<file path="config.mk">
export PLATFORM = sky130hd
export DESIGN_NAME = mac2_sequencer
export DESIGN_NICKNAME = d
export VERILOG_FILES = /design/src/rtl/mac2_sequencer_pkg.sv /design/src/rtl/mac2_sequencer_valid_delay_line.sv /design/src/rtl/mac2_sequencer.sv
export SDC_FILE = /design/constraint.sdc
export NUM_CORES = 1
export LEC_CHECK = 0
export ABC_AREA = 1
export CAP_MARGIN = 20
export CORE_MARGIN = 2
export CORE_UTILIZATION = 44
export DETAILED_ROUTE_END_ITERATION = 8
export GPL_ROUTABILITY_DRIVEN = 1
export PLACE_DENSITY = 0.87
export SYNTH_ARGS = -nofsm -noshare
export SYNTH_HDL_FRONTEND = slang
export SYNTH_SLANG_ARGS = --single-unit
</file>
<file path="constraint.sdc">
create_clock -name clk -period 1.6 [get_ports clk]
set_input_delay 0.32 -clock clk [delete_from_list [all_inputs] [get_ports clk]]
set_output_delay 0.32 -clock clk [all_outputs]
set_load 0.02 [all_outputs]
</file>
<file path="src/rtl/mac2_sequencer_pkg.sv">
// rtl/mac2_sequencer_pkg.sv - shared types and constants for the MAC2 sequencer
// Purpose: FSM state encoding, default pipeline latencies and MAC output width.
// Ports: none (package).
package mac2_sequencer_pkg;

  localparam int MEM_LAT_DEF  = 1;
  localparam int MULT_LAT_DEF = 1;
  localparam int MAC_W        = 16;

  typedef enum logic [2:0] {
    S_IDLE,
    S_INIT,
    S_ISSUE,
    S_DRAIN,
    S_CAPTURE,
    S_HOLD
  } state_t;

endpackage

</file>
<file path="src/rtl/mac2_sequencer_valid_delay_line.sv">
// rtl/mac2_sequencer_valid_delay_line.sv - valid-bit delay line aligning accumulate strobes
// Purpose: delays a 1-bit valid by DEPTH cycles.
// Ports:
//   clk, rst_n     clock, asynchronous active-low clear
//   valid_i        valid entering the pipeline
//   valid_o        valid leaving the pipeline, DEPTH cycles later
//   tail_empty_o   no valid bit behind the output stage (only valid_o may still be high)
module mac2_sequencer_valid_delay_line #(
  parameter int DEPTH = 2
) (
  input  logic clk,
  input  logic rst_n,
  input  logic valid_i,
  output logic valid_o,
  output logic tail_empty_o
);

  // sr_q[DEPTH-1] takes the input, sr_q[0] is the output stage.
  logic [DEPTH-1:0] sr_q;

  generate
    if (DEPTH == 1) begin : g_one
      always_ff @(posedge clk or negedge rst_n) begin
        if (!rst_n) sr_q <= 1'b0;
        else        sr_q <= valid_i;
      end
      assign tail_empty_o = 1'b1;
    end else begin : g_multi
      always_ff @(posedge clk or negedge rst_n) begin
        if (!rst_n) sr_q <= '0;
        else        sr_q <= {valid_i, sr_q[DEPTH-1:1]};
      end
      assign tail_empty_o = (sr_q[DEPTH-1:1] == '0);
    end
  endgenerate

  assign valid_o = sr_q[0];

endmodule

</file>
<file path="src/rtl/mac2_sequencer.sv">
// rtl/mac2_sequencer.sv - control sequencer feeding the MAC2 neuron datapath
// Purpose: on start, loads bias, issues N operand reads, strobes accumulate
// as each product leaves the memory+multiplier pipeline, then captures and
// holds the accumulator under a valid/ready handshake.
// Ports:
//   clk, rst_n              clock, asynchronous active-low reset
//   start, n_terms          job request and product count (clamped to 2**ADDR_W)
//   busy                    job in progress
//   mem_rd_en, mem_addr     operand memory read strobe and pair index
//   mac_init, mac_ld_reg    MAC2 bias load / accumulate strobes
//   mac_inc                 reserved, tied low
//   mac_out                 MAC2 accumulator value
//   result, result_valid, result_ready   captured result handshake
module mac2_sequencer
  import mac2_sequencer_pkg::*;
#(
  parameter int ADDR_W   = 4,
  parameter int MEM_LAT  = MEM_LAT_DEF,
  parameter int MULT_LAT = MULT_LAT_DEF
) (
  input  logic              clk,
  input  logic              rst_n,
  input  logic              start,
  input  logic [ADDR_W:0]   n_terms,
  output logic              busy,
  output logic              mem_rd_en,
  output logic [ADDR_W-1:0] mem_addr,
  output logic              mac_init,
  output logic              mac_ld_reg,
  output logic              mac_inc,
  input  logic [MAC_W-1:0]  mac_out,
  output logic [MAC_W-1:0]  result,
  output logic              result_valid,
  input  logic              result_ready
);

  localparam int L = MEM_LAT + MULT_LAT;
  localparam logic [ADDR_W:0] MAX_TERMS = {1'b1, {ADDR_W{1'b0}}};
  localparam logic [ADDR_W:0] ONE       = {{ADDR_W{1'b0}}, 1'b1};

  state_t            state_q, state_d;
  logic [ADDR_W:0]   cnt_q, cnt_d;
  logic [ADDR_W-1:0] addr_q, addr_d;
  logic [MAC_W-1:0]  result_q, result_d;
  logic [ADDR_W:0]   addr_nxt;
  logic              tail_empty;

  always_ff @(posedge clk or negedge rst_n) begin
    if (!rst_n) begin
      state_q  <= S_IDLE;
      cnt_q    <= '0;
      addr_q   <= '0;
      result_q <= '0;
    end else begin
      state_q  <= state_d;
      cnt_q    <= cnt_d;
      addr_q   <= addr_d;
      result_q <= result_d;
    end
  end

  // Computed one bit wider so the last index of a full 2**ADDR_W job is detected.
  assign addr_nxt = {1'b0, addr_q} + ONE;

  always_comb begin
    state_d  = state_q;
    cnt_d    = cnt_q;
    addr_d   = addr_q;
    result_d = result_q;
    unique case (state_q)
      S_IDLE: begin
        if (start) begin
          cnt_d   = (n_terms > MAX_TERMS) ? MAX_TERMS : n_terms;
          state_d = S_INIT;
        end
      end
      S_INIT: begin
        addr_d  = '0;
        state_d = (cnt_q != '0) ? S_ISSUE : S_CAPTURE;
      end
      S_ISSUE: begin
        addr_d = addr_nxt[ADDR_W-1:0];
        if (addr_nxt == cnt_q) state_d = S_DRAIN;
      end
      S_DRAIN: begin
        // Leave once only the final strobe (if any) remains: it accumulates
        // on this edge, so mac_out is settled during CAPTURE.
        if (tail_empty) state_d = S_CAPTURE;
      end
      S_CAPTURE: begin
        result_d = mac_out;
        state_d  = S_HOLD;
      end
      S_HOLD: begin
        if (result_ready) state_d = S_IDLE;
      end
      default: state_d = S_IDLE;
    endcase
  end

  mac2_sequencer_valid_delay_line #(
    .DEPTH (L)
  ) u_delay (
    .clk          (clk),
    .rst_n        (rst_n),
    .valid_i      (mem_rd_en),
    .valid_o      (mac_ld_reg),
    .tail_empty_o (tail_empty)
  );

  assign busy         = (state_q != S_IDLE);
  assign mac_init     = (state_q == S_INIT);
  assign mem_rd_en    = (state_q == S_ISSUE);
  assign mem_addr     = mem_rd_en ? addr_q : '0;
  assign mac_inc      = 1'b0;
  assign result       = result_q;
  assign result_valid = (state_q == S_HOLD);

endmodule
</file>
==> flow_summary.json, run 1 <==
{
  "grt_pass1_wl_um": 5300,
  "min_period_over_period": 1.00,
  "cts_tree": "built",
  "p_per_area_nw_per_um2": 1920,
  "power.leakage_nw": 1.13,
  "regToRegSetupSlack_ns": 0.06,
  "crit_end": "mac_init",
  "die-area_sq_um": 3800,
  "yosysTopAreaCell": "dfrtp_1",
  "drt_iter0_drc": 52,
  "path_cells": "buf_6 -> inv_4 -> nand3_4 -> inv_2 -> buf_6",
  "finalHoldViolations": 0,
  "p_seq_frac": 0.308,
  "r2r_end": "state_q[1]",
  "worst-path-buf-inv": 4,
  "grt_pass1_vias": 1213,
  "critPathArrivalTime_ns": 1.28,
  "h-tree-depth": 2,
  "num-nets-final": 246,
  "power.share.clock": 0.110,
  "antenna_found_initial": 0,
  "yosysSeqAreaShare": 0.513,
  "violations": "negative setup slack",
  "clkSinkCount": 30,
  "synth_area_sq_um": 1460,
  "highest_layer": "met4",
  "wl_met3_um": 275,
  "reg2reg_depth": 11,
  "synth_cells": 148,
  "cp.depth": 5,
  "overflow": 0,
  "hold_path.class": "in -> async",
  "crit_top_cell": "buf_6",
  "cts_buffers": 5,
  "swShare": 0.423,
  "die_h_um": 61.7,
  "stdcell_count": 265,
  "period_needed_ns": 1.60,
  "cts_buffer_depth": 2,
  "fillerInstances": 255,
  "p_comb_frac": 0.582,
  "ir_drop_mv": 1.04,
  "initial_core_util": 0.472,
  "cp_data_required_time_ns": 1.28,
  "setup_ws_ns": -0.000693,
  "first_pass_iters": 4,
  "max_cap_violations": 0,
  "route.vias.total": 1368,
  "endpoint_kind": "primary output",
  "yosysTopAreaCellShare": 0.513,
  "critPathSlowestCell": "dfrtp_2",
  "timing_worst_setup_path_type": "reg -> out",
  "dpl.hpwl_um": 2490,
  "syn2layout_area_growth_pct": 53.2,
  "route.met2.wl_um": 1880,
  "clock_latency_ns": 0.33,
  "grt_max_degree": 31,
  "cp_top_family": "flip-flops",
  "timing.rr.start": "addr_q[0]",
  "core_sq_um": 3100,
  "n_antenna_cell": 0,
  "grt_setup_unrepaired": "yes",
  "setup_viol_count_final": 1,
  "route.detailed.drc": 0,
  "wl_per_cell_um": 14.4,
  "slowest_delay_ns": 0.48,
  "ys_ff_latch": 30,
  "io_pins": 51,
  "root_buffer": "clkbuf_4",
  "yosysUniqueCellTypes": 24,
  "dp.cells": 251,
  "synth_area_leaders": "dfrtp_1, mux2_4, nand2_1",
  "place_congestion": 0.827,
  "timing.hold.ws_ns": 0.364,
  "dieWidth_um": 61.7,
  "hold_buffers": 0,
  "status": "finished with violations",
  "met1Wirelength_um": 1520,
  "syn_nets": 174,
  "slew_violations": 0,
  "fin_skew_ns": 0.0162,
  "ant_nets": 0,
  "routed_wl_um": 3810,
  "internal_power_mw": 2.48,
  "start_kind": "register",
  "yosys_warnings": 0,
  "viasPerCell": 5.16,
  "path_clk_slew_ns": 0.11,
  "dp_slack_ns": -0.161,
  "port-buffer-count": 49,
  "num_rows": 20,
  "startpoint": "state_q[1]",
  "fmax_mhz": 625,
  "cp_max_fo": 4,
  "p_sw_mw": 1.82,
  "final_layout_size_suffix_gt1_frac": 0.335,
  "synth.avg_cell_area_sq_um": 9.89,
  "track_usage": 0.195
}
[sequential cells by signal, summed over array words and instances (netlist names)]
register / cells
addr_q: 4
cnt_q: 5
result: 16
state_q: 3
u_delay.sr_q: 2
[worst min-delay path by stage]
| stage | startpoint | to | slack (ns) | cells past startpoint |
|---|---|---|---|---|
| final | rst_n | addr_q[1] | 0.36 | 2 |
| after global routing | rst_n | result[8] | 0.38 | 2 |
| after CTS | rst_n | addr_q[1] | 0.37 | 2 |
| after detailed placement | u_delay.sr_q[1] | u_delay.sr_q[0] | 0.37 | 0 |
| after global placement | u_delay.sr_q[1] | u_delay.sr_q[0] | 0.38 | 0 |
| after floorplan | rst_n | addr_q[0] | 0.02 | 0 |
[cell families (layout without fill, tap and decap cells)]
| logic type | count (synthesis) | in the layout | synth area share |
|---|---|---|---|
| multiplexers | 16 | 16 | 0.146 |
| adder cells (fa/ha/maj) | 1 | 1 | 0.00855 |
| other | 1 | 1 | 0.00256 |
| buffers and inverters | 22 | 94 | 0.0718 |
| AND/OR/NAND/NOR | 64 | 65 | 0.206 |
| flip-flops | 30 | 30 | 0.513 |
| AO/OA/AOI/OAI | 14 | 14 | 0.0521 |
[area by class of cell]
| cell class | instances | area [sq um] | area share |
|---|---|---|---|
| Sequential cell | 30 | 752 | 0.335 |
| Clock buffer | 6 | 51.3 | 0.0229 |
| Inverter | 19 | 73.8 | 0.0329 |
| Timing Repair Buffer | 67 | 617 | 0.275 |
| Clock inverter | 2 | 12.5 | 0.00558 |
| Multi-Input combinational cell | 97 | 681 | 0.304 |
| Tap cell | 44 | 55.1 | 0.0246 |
[worst reg2reg max path: cells and delay by family (launching register included)]
kind                     cells  cell delay [ns]
adder cells (fa/ha/maj)      1             0.19
buffers and inverters        1             0.04
flip-flops                   1             0.45
AND/OR/NAND/NOR              9             0.73
[metal layers]
metal | vias up | GRT usage
met3 | 13 | 0.0567
met4 | 0 | 0.0821
met2 | 60 | 0.317
li1 | 641 | -
met1 | 654 | 0.244
met5 | - | 0
[cell usage after synthesis]
| cell | n |
|---|---|
| dfrtp_1 | 30 |
| nand2_1 | 29 |
| inv_1 | 16 |
| nand3_1 | 16 |
| mux2_4 | 9 |
| nor2_1 | 9 |
| mux2_2 | 7 |
| o21ai_0 | 5 |
| a21oi_1 | 4 |
| inv_2 | 3 |
| nand4_1 | 3 |
| nor3_1 | 3 |
| o22ai_1 | 3 |
| a21boi_0 | 1 |
| buf_4 | 1 |
| buf_6 | 1 |
| buf_8 | 1 |
| conb_1 | 1 |
| ha_1 | 1 |
| nand2_4 | 1 |
| nand3_2 | 1 |
| nor2_4 | 1 |
| nor4_2 | 1 |
| o21ai_1 | 1 |
[metrics by stage]
stage | utilization | setup TNS [ns] | area (sq um) | total power [mW]
floorplan | - | 0 | 1460 | 2.63
global placement | 0.668 | -0.476 | 2070 | 3.54
detailed placement | 0.668 | -0.775 | 2070 | 3.63
CTS | 0.681 | -0.00193 | 2110 | 4.01
global route | 0.723 | -0.175 | 2240 | 4.59
finish | 0.723 | -0.000693 | 2240 | 4.30
[placed cells by master (no fill, tap or decap), drive strengths merged]
| master | instances |
|---|---|
| a21boi | 1 |
| a21oi | 4 |
| buf | 26 |
| clkbuf | 6 |
| clkdlybuf4s50 | 24 |
| clkinv | 1 |
| clkinvlp | 1 |
| conb | 1 |
| dfrtp | 30 |
| dlygate4sd2 | 13 |
| dlymetal6s2s | 4 |
| ha | 1 |
| inv | 19 |
| mux2 | 16 |
| nand2 | 30 |
| nand3 | 18 |
| nand4 | 3 |
| nor2 | 10 |
| nor3 | 3 |
| nor4 | 1 |
| o21ai | 6 |
| o22ai | 3 |
[power groups by stage]
| stage | clock network [mW] | logic, mW | registers, mW |
|---|---|---|---|
| global placement | 0 | 2.25 | 1.30 |
| CTS | 0.485 | 2.23 | 1.30 |
| finish | 0.472 | 2.50 | 1.32 |
| detailed placement | 0 | 2.31 | 1.32 |
| floorplan | 0 | 1.03 | 1.60 |
| global route | 0.523 | 2.70 | 1.37 |
[what timing repair did]
item / 4_1_cts / 5_1_grt
gates resized for setup: 53 / 28
pin swaps: 0 / 9
buffers inserted: 1 / 5
hold endpoints to repair: 0 / 0
cloned: 0 / 1
setup endpoints to repair: 21 / 14
Note: power is estimated with default switching activity, not from simulation.
==> inputs of run 2 (changes only) <==
ABC_CLOCK_PERIOD_IN_PS = 1600   (was not set)
==> results of run 2 <==
The final DEF is identical to that of run 1; final timing and power are the same.
==> RTL change, RTL diff (settings of run 2) <==
Make the reset (`rst_n`) synchronous in 3 clocked blocks. Comments in the files are not updated.
--- a/src/rtl/mac2_sequencer_valid_delay_line.sv
+++ b/src/rtl/mac2_sequencer_valid_delay_line.sv
@@ -22,3 +22,3 @@
     if (DEPTH == 1) begin : g_one
-      always_ff @(posedge clk or negedge rst_n) begin
+      always_ff @(posedge clk) begin
         if (!rst_n) sr_q <= 1'b0;
@@ -28,3 +28,3 @@
     end else begin : g_multi
-      always_ff @(posedge clk or negedge rst_n) begin
+      always_ff @(posedge clk) begin
         if (!rst_n) sr_q <= '0;
--- a/src/rtl/mac2_sequencer.sv
+++ b/src/rtl/mac2_sequencer.sv
@@ -47,3 +47,3 @@
 
-  always_ff @(posedge clk or negedge rst_n) begin
+  always_ff @(posedge clk) begin
     if (!rst_n) begin
Behaviour: differs if rst_n is asserted again (counterexample within 4 cycles, from zero or initial values and one cycle with rst_n low); with rst_n held inactive, the same outputs for 10 cycles.
==> RTL change against run 2 <==
Non-clock buffer count did not move; routed wire length fell by 6.8%; die area fell by 4.4%; design area fell by 6.9%; maximum frequency rose by 1.5%; worst setup slack improved by 0.024 ns; sequential power fell by 17%; area after synthesis fell by 4.7%; power fell by 19%; sequential cell count did not move; utilization fell by 3.3 points; critical path type unchanged.
==> RTL change: results (changes against run 2) <==
| Metric | Value |
|---|---|
| Synth Net Count | 216 (was 174) |
| DP Area | 2030 sq um (was 2070 sq um) |
| RR Startpoint | addr_q[1] (was addr_q[0]) |
| Final Wtd Congestion | 0.853 (was 0.827) |
| Critical path peak fanout | 5 (was 4) |
| Highest Clock Rate | 634 MHz (was 625 MHz) |
| Pre-CTS WS | -0.0694 ns (was -0.161 ns) |
| Register area share after synthesis | 43.0% (was 51.3%) |
| # diodes | 0 (unchanged) |
| Leakage | 0.960 nW (was 1.13 nW) |
| Final nets | 284 (was 246) |
| Post_cts resized | 50 (was 53) |
| Reg2reg end | state_q[2] (was state_q[1]) |
| Met1 track demand over resource | 27.4% (was 24.4%) |
| Max incr delay on CP | 0.35 ns (was 0.48 ns) |
| Reg2Reg Setup Slack | 0.12 ns (was 0.06 ns) |
| Top cells by count, synth | nor2_1, dfxtp_1, nand2_1, o21ai_0, inv_1 (was dfrtp_1, nand2_1, inv_1, nand3_1) |
| GR Util met3 | 6.93% (was 5.67%) |
| Wire length per cell | 11.7 um (was 14.4 um) |
| Number of buffers created by CTS | 5 (unchanged) |
| Synth area leaders | dfxtp_1, nor2_1, o21ai_0, nand2_1, nand3_1 (was dfrtp_1, mux2_4, nand2_1, nand3_1, mux2_2) |
| Worst EP arrival | 1.26 ns (was 1.28 ns) |
| Vias in the first global route | 1327 (was 1213) |
| Synth async-reset ratio | 0% (was 100%) |
| Vias/cell | 4.83 (was 5.16) |
| Total wire length | 3.55 mm (was 3.81 mm) |
| Status | finished, final reports clean (was complete, but fails checks) |
| Hold Path Stages | 2 |
| Starting DRT DRC Count | 53 (was 52) |
| Crit path from | state_q[1] (unchanged) |
| Post-synth cell types | 29 (was 24) |
| Clock Pin Slew Worst Setup and Hold Paths | 0.10 ns |
| Met1 WL | 1.59 mm (was 1.52 mm) |
| Slowest-stage cell, CP | dfxtp_2 (was dfrtp_2) |
| Share of post-route cells with drive strength above 1 | 23.6% (was 33.5%) |
| CP delay by family, top | buffers and inverters (was flip-flops) |
| Wire length on met3 | 225 um (was 275 um) |
| Avg Synthesized Cell Area | 7.34 sq um (was 9.89 sq um) |
| Clock skew | 0.0140 ns (was 0.0162 ns) |
| R2R depth | 9 (was 11) |
| Setup bufs post-CTS | 0 (was 1) |
| GRT Util Overall | 21.7% (was 19.5%) |
| Met2 wire len | 1.70 mm (was 1.88 mm) |
| Inst Count DP | 294 (was 251) |
| VDD IR max | 1.21 mV (was 1.04 mV) |
| Post-detail-place hpwl | 2.58 mm (was 2.49 mm) |
| Routing usage on met2 | 34.3% (was 31.7%) |
| Hold WC Path Type | flop to flop (was primary input to async pin) |
| First-pass GRT wire length | 5.82 mm (was 5.30 mm) |
| Largest net degree at the start of global routing | 24 (was 31) |
==> RTL change: cell types whose count changed after synthesis, sizes merged, moves of 4 or more <==
cell   delta
dfxtp    +30
nand3     -4
a21oi     +8
o21ai    +15
nor2     +35
nand2     -4
mux2     -16
dfrtp    -30
==> RTL change: where the power goes <==
part | internal (mW) | switching [mW] | total (mW)
sequential | 0.963 | 0.140 | 1.10
combinational | 0.780 | 1.09 | 1.87
clock | 0.211 | 0.278 | 0.489
==> RTL change: through the flow <==
| stage | hold slack, ns | total power, mW | setup TNS [ns] |
|---|---|---|---|
| final | 0.451 | 3.46 | 0 |
| after CTS | 0.449 | 3.40 | 0 |
| after detailed placement | 0.434 | 3.04 | -0.351 |
| after global routing | 0.465 | 3.71 | -0.236 |
| after global placement | 0.416 | 2.98 | -0.213 |
| after floorplan | 0.407 | 2.22 | 0 |
==> RTL change: worst max-delay path by stage <==
stage / endpoint / depth (start not counted)
2_1_floorplan: mem_addr[0] / 5
3_3_place_gp: mem_addr[1] / 4
3_5_place_dp: mem_addr[2] / 4
4_1_cts: mem_addr[2] / 4
5_1_grt: mem_addr[1] / 5
6_report: mem_rd_en / 4
==> RTL change: logic make-up after synthesis <==
logic type / Yosys count / synth area share (%)
compound gates: 38 / 15.7
buf+inv: 27 / 8.61
fa+ha+maj: 1 / 0.897
flops: 30 / 43.0
other cells: 1 / 0.269
simple gates: 92 / 30.9
xor+xnor: 1 / 0.628
==> RTL change: cell type report <==
| class | instances | area [sq um] |
|---|---|---|
| Clock buffer | 6 | 51.3 |
| Clock inverter | 2 | 12.5 |
| Fill cell | 262 | 941 |
| Inverter | 21 | 81.3 |
| Multi-Input combinational cell | 133 | 697 |
| Sequential cell | 30 | 612 |
| Tap cell | 44 | 55.1 |
| Timing Repair Buffer | 67 | 578 |
